===== config.mk =====
export PLATFORM = sky130hd
export DESIGN_NAME = keypad_matrix_emu
export DESIGN_NICKNAME = d
export VERILOG_FILES = /design/src/rtl/keypad_pkg.sv /design/src/rtl/keypad_col_drive.sv /design/src/rtl/keypad_matrix_emu.sv
export SDC_FILE = /design/constraint.sdc
export NUM_CORES = 1
export LEC_CHECK = 0
export BUFFER_PORTS_ARGS = -buffer_cell sky130_fd_sc_hd__buf_2
export CAP_MARGIN = 30
export CELL_PAD_IN_SITES_DETAIL_PLACEMENT = 1
export CELL_PAD_IN_SITES_GLOBAL_PLACEMENT = 2
export CORE_UTILIZATION = 32
export DETAILED_ROUTE_END_ITERATION = 7
export GPL_ROUTABILITY_DRIVEN = 0
export MAX_ROUTING_LAYER = met4
export PLACE_DENSITY = 0.73
export REMOVE_ABC_BUFFERS = 1
export SETUP_SLACK_MARGIN = 0.05
export SLEW_MARGIN = 20
export SYNTH_ARGS = -nofsm -noshare
export SYNTH_HDL_FRONTEND = slang
export SYNTH_SLANG_ARGS = --single-unit

===== constraint.sdc =====
create_clock -name clk -period 2.8 [get_ports clk]
set_input_delay 0.28 -clock clk [delete_from_list [all_inputs] [get_ports clk]]
set_output_delay 0.28 -clock clk [all_outputs]
set_load 0.01 [all_outputs]

===== src/rtl/keypad_pkg.sv =====
// Shared types and constants for the 4x4 keypad emulator.
// Holds row/column codes, the key-to-position map, FSM states and game keys.
package keypad_pkg;

    localparam logic [3:0] ROW0     = 4'b1110;
    localparam logic [3:0] ROW1     = 4'b1101;
    localparam logic [3:0] ROW2     = 4'b1011;
    localparam logic [3:0] ROW3     = 4'b0111;
    localparam logic [3:0] COL_IDLE = 4'b1111;

    localparam logic [3:0] KEY_FIRE  = 4'h1;
    localparam logic [3:0] KEY_LEFT  = 4'h9;
    localparam logic [3:0] KEY_RIGHT = 4'hC;

    typedef enum logic [1:0] {
        IDLE  = 2'd0,
        PRESS = 2'd1,
        GAP   = 2'd2
    } kpState_t;

    typedef struct packed {
        logic [1:0] row;
        logic [1:0] col;
    } keyPos_t;

    // Membrane layout: each row lists columns c0..c3.
    function automatic keyPos_t keyPos(input logic [3:0] key);
        keyPos_t p;
        p = '0;
        case (key)
            4'h7: p = {2'd0, 2'd0};
            4'h4: p = {2'd0, 2'd1};
            4'h1: p = {2'd0, 2'd2};
            4'h0: p = {2'd0, 2'd3};
            4'h8: p = {2'd1, 2'd0};
            4'h5: p = {2'd1, 2'd1};
            4'h2: p = {2'd1, 2'd2};
            4'hA: p = {2'd1, 2'd3};
            4'h9: p = {2'd2, 2'd0};
            4'h6: p = {2'd2, 2'd1};
            4'h3: p = {2'd2, 2'd2};
            4'hB: p = {2'd2, 2'd3};
            4'hC: p = {2'd3, 2'd0};
            4'hD: p = {2'd3, 2'd1};
            4'hE: p = {2'd3, 2'd2};
            4'hF: p = {2'd3, 2'd3};
        endcase
        return p;
    endfunction

endpackage


===== src/rtl/keypad_col_drive.sv =====
// Registered row-strobe to column-sense responder.
// Ports: clk, rst (sync, low), key_down, r, c, keypadRow in; keypadCol out.
module keypad_col_drive
    import keypad_pkg::*;
(
    input  logic       clk,
    input  logic       rst,
    input  logic       key_down,
    input  logic [1:0] r,
    input  logic [1:0] c,
    input  logic [3:0] keypadRow,
    output logic [3:0] keypadCol
);

    logic [3:0] colSel;

    assign colSel = 4'b0001 << c;

    // Only the key's own row pulls its column low; other strobed
    // rows do not mask it.
    always_ff @(posedge clk) begin
        if (!rst) begin
            keypadCol <= COL_IDLE;
        end else if (key_down && !keypadRow[r]) begin
            keypadCol <= ~colSel;
        end else begin
            keypadCol <= COL_IDLE;
        end
    end

endmodule


===== src/rtl/keypad_matrix_emu.sv =====
// 4x4 membrane keypad emulator: scripted press/gap commands to matrix lines.
// Ports: cmd_* valid/ready command in, abort, keypadRow in; keypadCol,
// key_down, busy, done out. clk, rst (sync, active-low).
module keypad_matrix_emu
    import keypad_pkg::*;
#(
    parameter int HOLD_W     = 25,
    parameter int BOUNCE_LEN = 0,
    parameter int BOUNCE_DIV = 4
) (
    input  logic              clk,
    input  logic              rst,
    input  logic              cmd_valid,
    output logic              cmd_ready,
    input  logic [3:0]        cmd_key,
    input  logic [HOLD_W-1:0] cmd_hold,
    input  logic [HOLD_W-1:0] cmd_gap,
    input  logic              abort,
    input  logic [3:0]        keypadRow,
    output logic [3:0]        keypadCol,
    output logic              key_down,
    output logic              busy,
    output logic              done
);

    localparam int BCW =
        (BOUNCE_DIV > 1) ? $clog2(BOUNCE_DIV) : 1;
    localparam logic [BCW-1:0] BNC_TOP =
        BCW'(BOUNCE_DIV - 1);
    localparam int BL_IDX =
        (BOUNCE_LEN > 0) ? BOUNCE_LEN - 1 : 0;
    localparam logic [HOLD_W-1:0] BNC_LAST =
        HOLD_W'(BL_IDX);
    localparam bit BNC_ON = (BOUNCE_LEN > 0);

    kpState_t          state;
    kpState_t          nxt;
    logic              fin;
    logic              accept;
    logic [HOLD_W-1:0] cnt;
    logic [HOLD_W-1:0] cntInc;
    logic [3:0]        keyQ;
    logic [HOLD_W-1:0] holdQ;
    logic [HOLD_W-1:0] gapQ;
    logic              doneQ;
    logic [BCW-1:0]    bncCnt;
    logic              bncLvl;
    logic              inBounce;
    keyPos_t           pos;

    assign accept = cmd_valid & cmd_ready;
    assign cntInc = (cnt == '1) ? cnt : cnt + HOLD_W'(1);
    assign pos    = keyPos(keyQ);
    assign done   = doneQ;

    always_ff @(posedge clk) begin
        if (!rst) begin
            state <= IDLE;
        end else begin
            state <= nxt;
        end
    end

    // fin marks the edge after which done is shown for one cycle.
    always_comb begin
        nxt = state;
        fin = 1'b0;
        case (state)
            IDLE: begin
                if (accept) begin
                    if (cmd_hold != '0) begin
                        nxt = PRESS;
                    end else if (cmd_gap != '0) begin
                        nxt = GAP;
                    end else begin
                        fin = 1'b1;
                    end
                end
            end
            PRESS: begin
                if (abort) begin
                    nxt = IDLE;
                    fin = 1'b1;
                end else if (cnt == holdQ - HOLD_W'(1)) begin
                    if (gapQ != '0) begin
                        nxt = GAP;
                    end else begin
                        nxt = IDLE;
                        fin = 1'b1;
                    end
                end
            end
            GAP: begin
                if (abort || cnt == gapQ - HOLD_W'(1)) begin
                    nxt = IDLE;
                    fin = 1'b1;
                end
            end
            default: begin
                nxt = IDLE;
            end
        endcase
    end

    always_comb begin
        cmd_ready = 1'b0;
        busy      = 1'b0;
        key_down  = 1'b0;
        case (state)
            IDLE: begin
                cmd_ready = rst;
            end
            PRESS: begin
                busy     = 1'b1;
                key_down = inBounce ? bncLvl : 1'b1;
            end
            GAP: begin
                busy = 1'b1;
            end
            default: begin
                busy = 1'b0;
            end
        endcase
    end

    always_ff @(posedge clk) begin
        if (!rst) begin
            cnt      <= '0;
            keyQ     <= '0;
            holdQ    <= '0;
            gapQ     <= '0;
            doneQ    <= 1'b0;
            bncCnt   <= '0;
            bncLvl   <= 1'b0;
            inBounce <= 1'b0;
        end else begin
            doneQ <= fin;

            // Counter restarts on every state change.
            if (nxt != state) begin
                cnt <= '0;
            end else if (state != IDLE) begin
                cnt <= cntInc;
            end

            if (accept) begin
                keyQ  <= cmd_key;
                holdQ <= cmd_hold;
                gapQ  <= cmd_gap;
            end else if (abort && state != IDLE) begin
                keyQ  <= '0;
                holdQ <= '0;
                gapQ  <= '0;
            end

            // Contact starts closed and flips every BOUNCE_DIV cycles
            // until the chatter window runs out.
            if (nxt == PRESS && state != PRESS) begin
                bncCnt   <= '0;
                bncLvl   <= 1'b1;
                inBounce <= BNC_ON;
            end else if (state == PRESS) begin
                if (bncCnt == BNC_TOP) begin
                    bncCnt <= '0;
                    bncLvl <= ~bncLvl;
                end else begin
                    bncCnt <= bncCnt + BCW'(1);
                end
                if (cnt == BNC_LAST) begin
                    inBounce <= 1'b0;
                end
            end
        end
    end

    keypad_col_drive uColDrive (
        .clk       (clk),
        .rst       (rst),
        .key_down  (key_down),
        .r         (pos.row),
        .c         (pos.col),
        .keypadRow (keypadRow),
        .keypadCol (keypadCol)
    );

endmodule


==> out/summary.txt <==
Clock root cell - clkbuf_16
Yosys warns - 0
Setup crit start kind - register
Pins Over Slew Limit - 0
Total congestion overflow - 0
Critical-path maximum fanout - 7
Fin worst setup slack - -0.2550 ns
Initial Utilization - 32.82%
Sw Pwr - 0.001323 W
Setup-failing EPs final - 28
CTS sink count - 90
Tcrit/Tclk final - 109.1%
First-pass GRT wire length - 32860 µm
Initial antenna violation count - 0
Final Hold Violating Endpoints - 0
Worst-case clock skew - 0.01076 ns
Mapped Cells - 709
Post-synthesis cell type count - 74
Pwr Total - 0.004099 W
Worst vdd ir - 283.3 µV
CP required - 3.04 ns
Hold Startpoint - cmd_hold[10]
Post-DRT Antenna Nets - 0
Drt via density - 5.511
RSZ-0062 raised after global routing - true
Clk pwr share - 32.5%
Core area - 18020 µm²
Clk_lat worst skew - 0.36 ns
Hold Path Depth - 3
Dpl cells - 1085
# DRC - 0
Maximum clock path buffer count - 2
Critical R2R Launch - holdQ[8]$_SDFFE_PN0N_
Site Rows - 49
Tmin final - 3.055 ns
Status - finished, violations left
Worst Hold Path EP - holdQ[10]$_SDFFE_PN0N_
Finished Layout Cells - 1111
Ports - 70
CTS tree - done
Crit. End Element - register
Max-Cap Viols - 0
Logic pwr share - 33.4%
Post-DP Area - 7301 µm²
Ant. Diodes - 0
Chip Width - 138.0 µm
DR iter-0 viols - 168
Class of the worst hold path - in -> reg
Fraction of layout instances using a drive strength above 1 - 35.15%
Final setup TNS - -6.084 ns
Dpl hpwl - 16160 µm
Number of global-route vias before repair - 6477
TritonRoute pass-1 iters - 4
Wirelength per Cell - 18.58 µm
Slew headroom - 60.67%
Via count - 6123
PD cells - 509.5 nW/µm²
Worst-margin pin slew - 0.5751 ns
Register bit total from synthesis - 90
Cell Area, Synth - 5916 µm²
Ys flop type - dfxtp_1
Switching share of power - 32.27%
Worst setup path class - reg -> reg
Post-synth EDFFs - 0
Total Wirelength - 20640 µm
Post-Layout Inst Area - 8045 µm²
Seq pwr share - 34.1%
Violated checks - setup timing
Synth async-reset ratio - 0%
Arrival time at the worst endpoint - 3.29 ns
Die span in y - 138.0 µm
Nets - 947
R2R Path End - cnt[18]$_SDFFE_PP0P_
Pleak - 3.158 nW
Layout area overhead - 36.00%
Mapped Avg Cell Area - 8.344 µm²
Worst reg2reg path depth - 11
Peak Freq - 327.3 MHz
Largest net degree at the start of global routing - 35
Number of port buffers - 69
CTS clk-pin slew, worst paths - 0.07 ns
Clock buffer count from CTS - 9
Int Power - 0.002776 W
Reg-to-reg setup timing slack - -0.25 ns
H-tree depth - 3
Die area - 19030 µm²
Aggregate global-route resource usage - 23.05%
Seq/Total Area, Yosys - 30.46%
[worst max-delay path by stage]
stage,from,to,slack (ns),depth (start not counted)
global placement,gapQ[7]$_SDFFE_PN0N_,cnt[2]$_SDFFE_PP0P_,-0.34,15
finish,holdQ[8]$_SDFFE_PN0N_,cnt[18]$_SDFFE_PP0P_,-0.25,11
global route,holdQ[1]$_SDFFE_PN0N_,cnt[18]$_SDFFE_PP0P_,-0.35,14
floorplan,state[1]$_SDFF_PN0_,pos[0]$_DFF_P_,-1.95,8
CTS,holdQ[15]$_SDFFE_PN0N_,cnt[22]$_SDFFE_PP0P_,-0.18,11
detailed placement,holdQ[0]$_SDFFE_PN0N_,cnt[2]$_SDFFE_PP0P_,-0.41,13
[power groups by stage]
stage | combinational (W) | sequential, W | clock [W]
after global routing | 0.00148 | 0.00140 | 0.00142
after CTS | 0.00131 | 0.00140 | 0.00137
after detailed placement | 0.00118 | 0.00142 | 0
after floorplan | 0.000650 | 0.00142 | 0
final | 0.00137 | 0.00140 | 0.00133
after global placement | 0.00115 | 0.00142 | 0
[flip-flops by register name, indices dropped and copies added, names as in the netlist]
signal and count:
uColDrive.keypadCol 4, pos 4, done 1, cnt 25, gapQ 25, state 2, holdQ 25, keyQ 4
[area by class of cell]
class / count / area, µm²
tap: 229 / 286.5
inverter: 18 / 67.56
clock buffer: 9 / 225.2
clock inverter: 6 / 91.34
fill: 2159 / 9980
sequential: 90 / 1810
timing repair buffer: 206 / 1438
multi-input combinational: 553 / 4126
[cells in the mapped netlist, types with 9 or more instances]
| master | instances | share of area (%) |
|---|---|---|
| xor2_1 | 40 | 5.9 |
| nor3_1 | 28 | 2.4 |
| nand2_1 | 31 | 2.0 |
| nor2_1 | 38 | 2.4 |
| dfxtp_1 | 90 | 30 |
| nor4_1 | 30 | 3.2 |
| nor2b_1 | 57 | 6.0 |
| o21ai_0 | 12 | 1.0 |
| or3_1 | 11 | 1.2 |
| xnor2_1 | 39 | 5.8 |
| clkbuf_1 | 40 | 2.5 |
| a21oi_1 | 22 | 1.9 |
| nand4_1 | 15 | 1.6 |
| inv_1 | 18 | 1.1 |
| nand3_1 | 22 | 1.9 |
| nand2b_1 | 9 | 0.95 |
| a22oi_1 | 54 | 6.9 |
| a21oi_2 | 20 | 3.0 |
[cell usage in the layout, fill, tap and decap left out, types with 9 or more instances in the layout]
master       n
dfxtp_1     83
xor2_1      40
buf_2       69
nor2b_1     57
o21ai_0     12
nand2b_1     9
clkbuf_16    9
buf_4      129
nand3_1     22
nor3_1      28
nor4_1      23
nand4_1     15
a21oi_1     14
nand2_1     30
inv_1       15
or3_1       11
a21oi_2     25
nor2_1      38
xnor2_1     39
a22oi_1     52
[critical path, stage by stage (launching register included)]
cell,delay [ns]
dfxtp_1,0.35
or4_1,0.59
a221o_1,0.38
a2111oi_4,0.34
o21ai_2,0.14
buf_4,0.16
nor4_4,0.33
o21ai_2,0.11
o2bb2ai_4,0.17
buf_6,0.15
buf_12,0.13
a21oi_2,0.06
[routing by layer]
metal / wire, µm / GRT usage (%) / up-vias
met3: 617 / 3.911 / 29
met2: 10610 / 40.92 / 104
li1: - / - / 2961
met1: 9049 / 26.43 / 3029
met4: 363 / 6.703 / 0
met5: 0 / - / -
[timing repair]
action | 4_1_cts | 5_1_grt
gates cloned | 2 | 0
buffers inserted | 6 | 4
setup endpoints to repair | 28 | 29
hold endpoints to repair | 0 | 0
pin swaps | 17 | 16
resized for setup | 49 | 19
hold buffers | 0 | 0
[metrics by stage]
stage                     setup slack (ns)  hold slack (ns)  utilization, %
after floorplan                     -1.955           0.3419               -
after global placement             -0.3421           0.3909           40.50
after detailed placement           -0.4138           0.4096           40.50
after CTS                          -0.1839           0.2017           44.04
after global routing               -0.3456           0.2177           44.63
final                              -0.2550           0.2090           44.63
[kinds of logic (layout without fill, tap and decap cells)]
kind of cell | count (synthesis) | in the layout | share of synthesized area, %
simple gates | 288 | 288 | 28.17
buf+inv | 66 | 239 | 5.034
mux | 5 | 5 | 0.8883
flops | 90 | 90 | 30.46
fa+ha+maj | 7 | 7 | 1.480
xor+xnor | 79 | 79 | 11.70
compound gates | 174 | 174 | 22.27
Power figures use the tool's default switching activity.
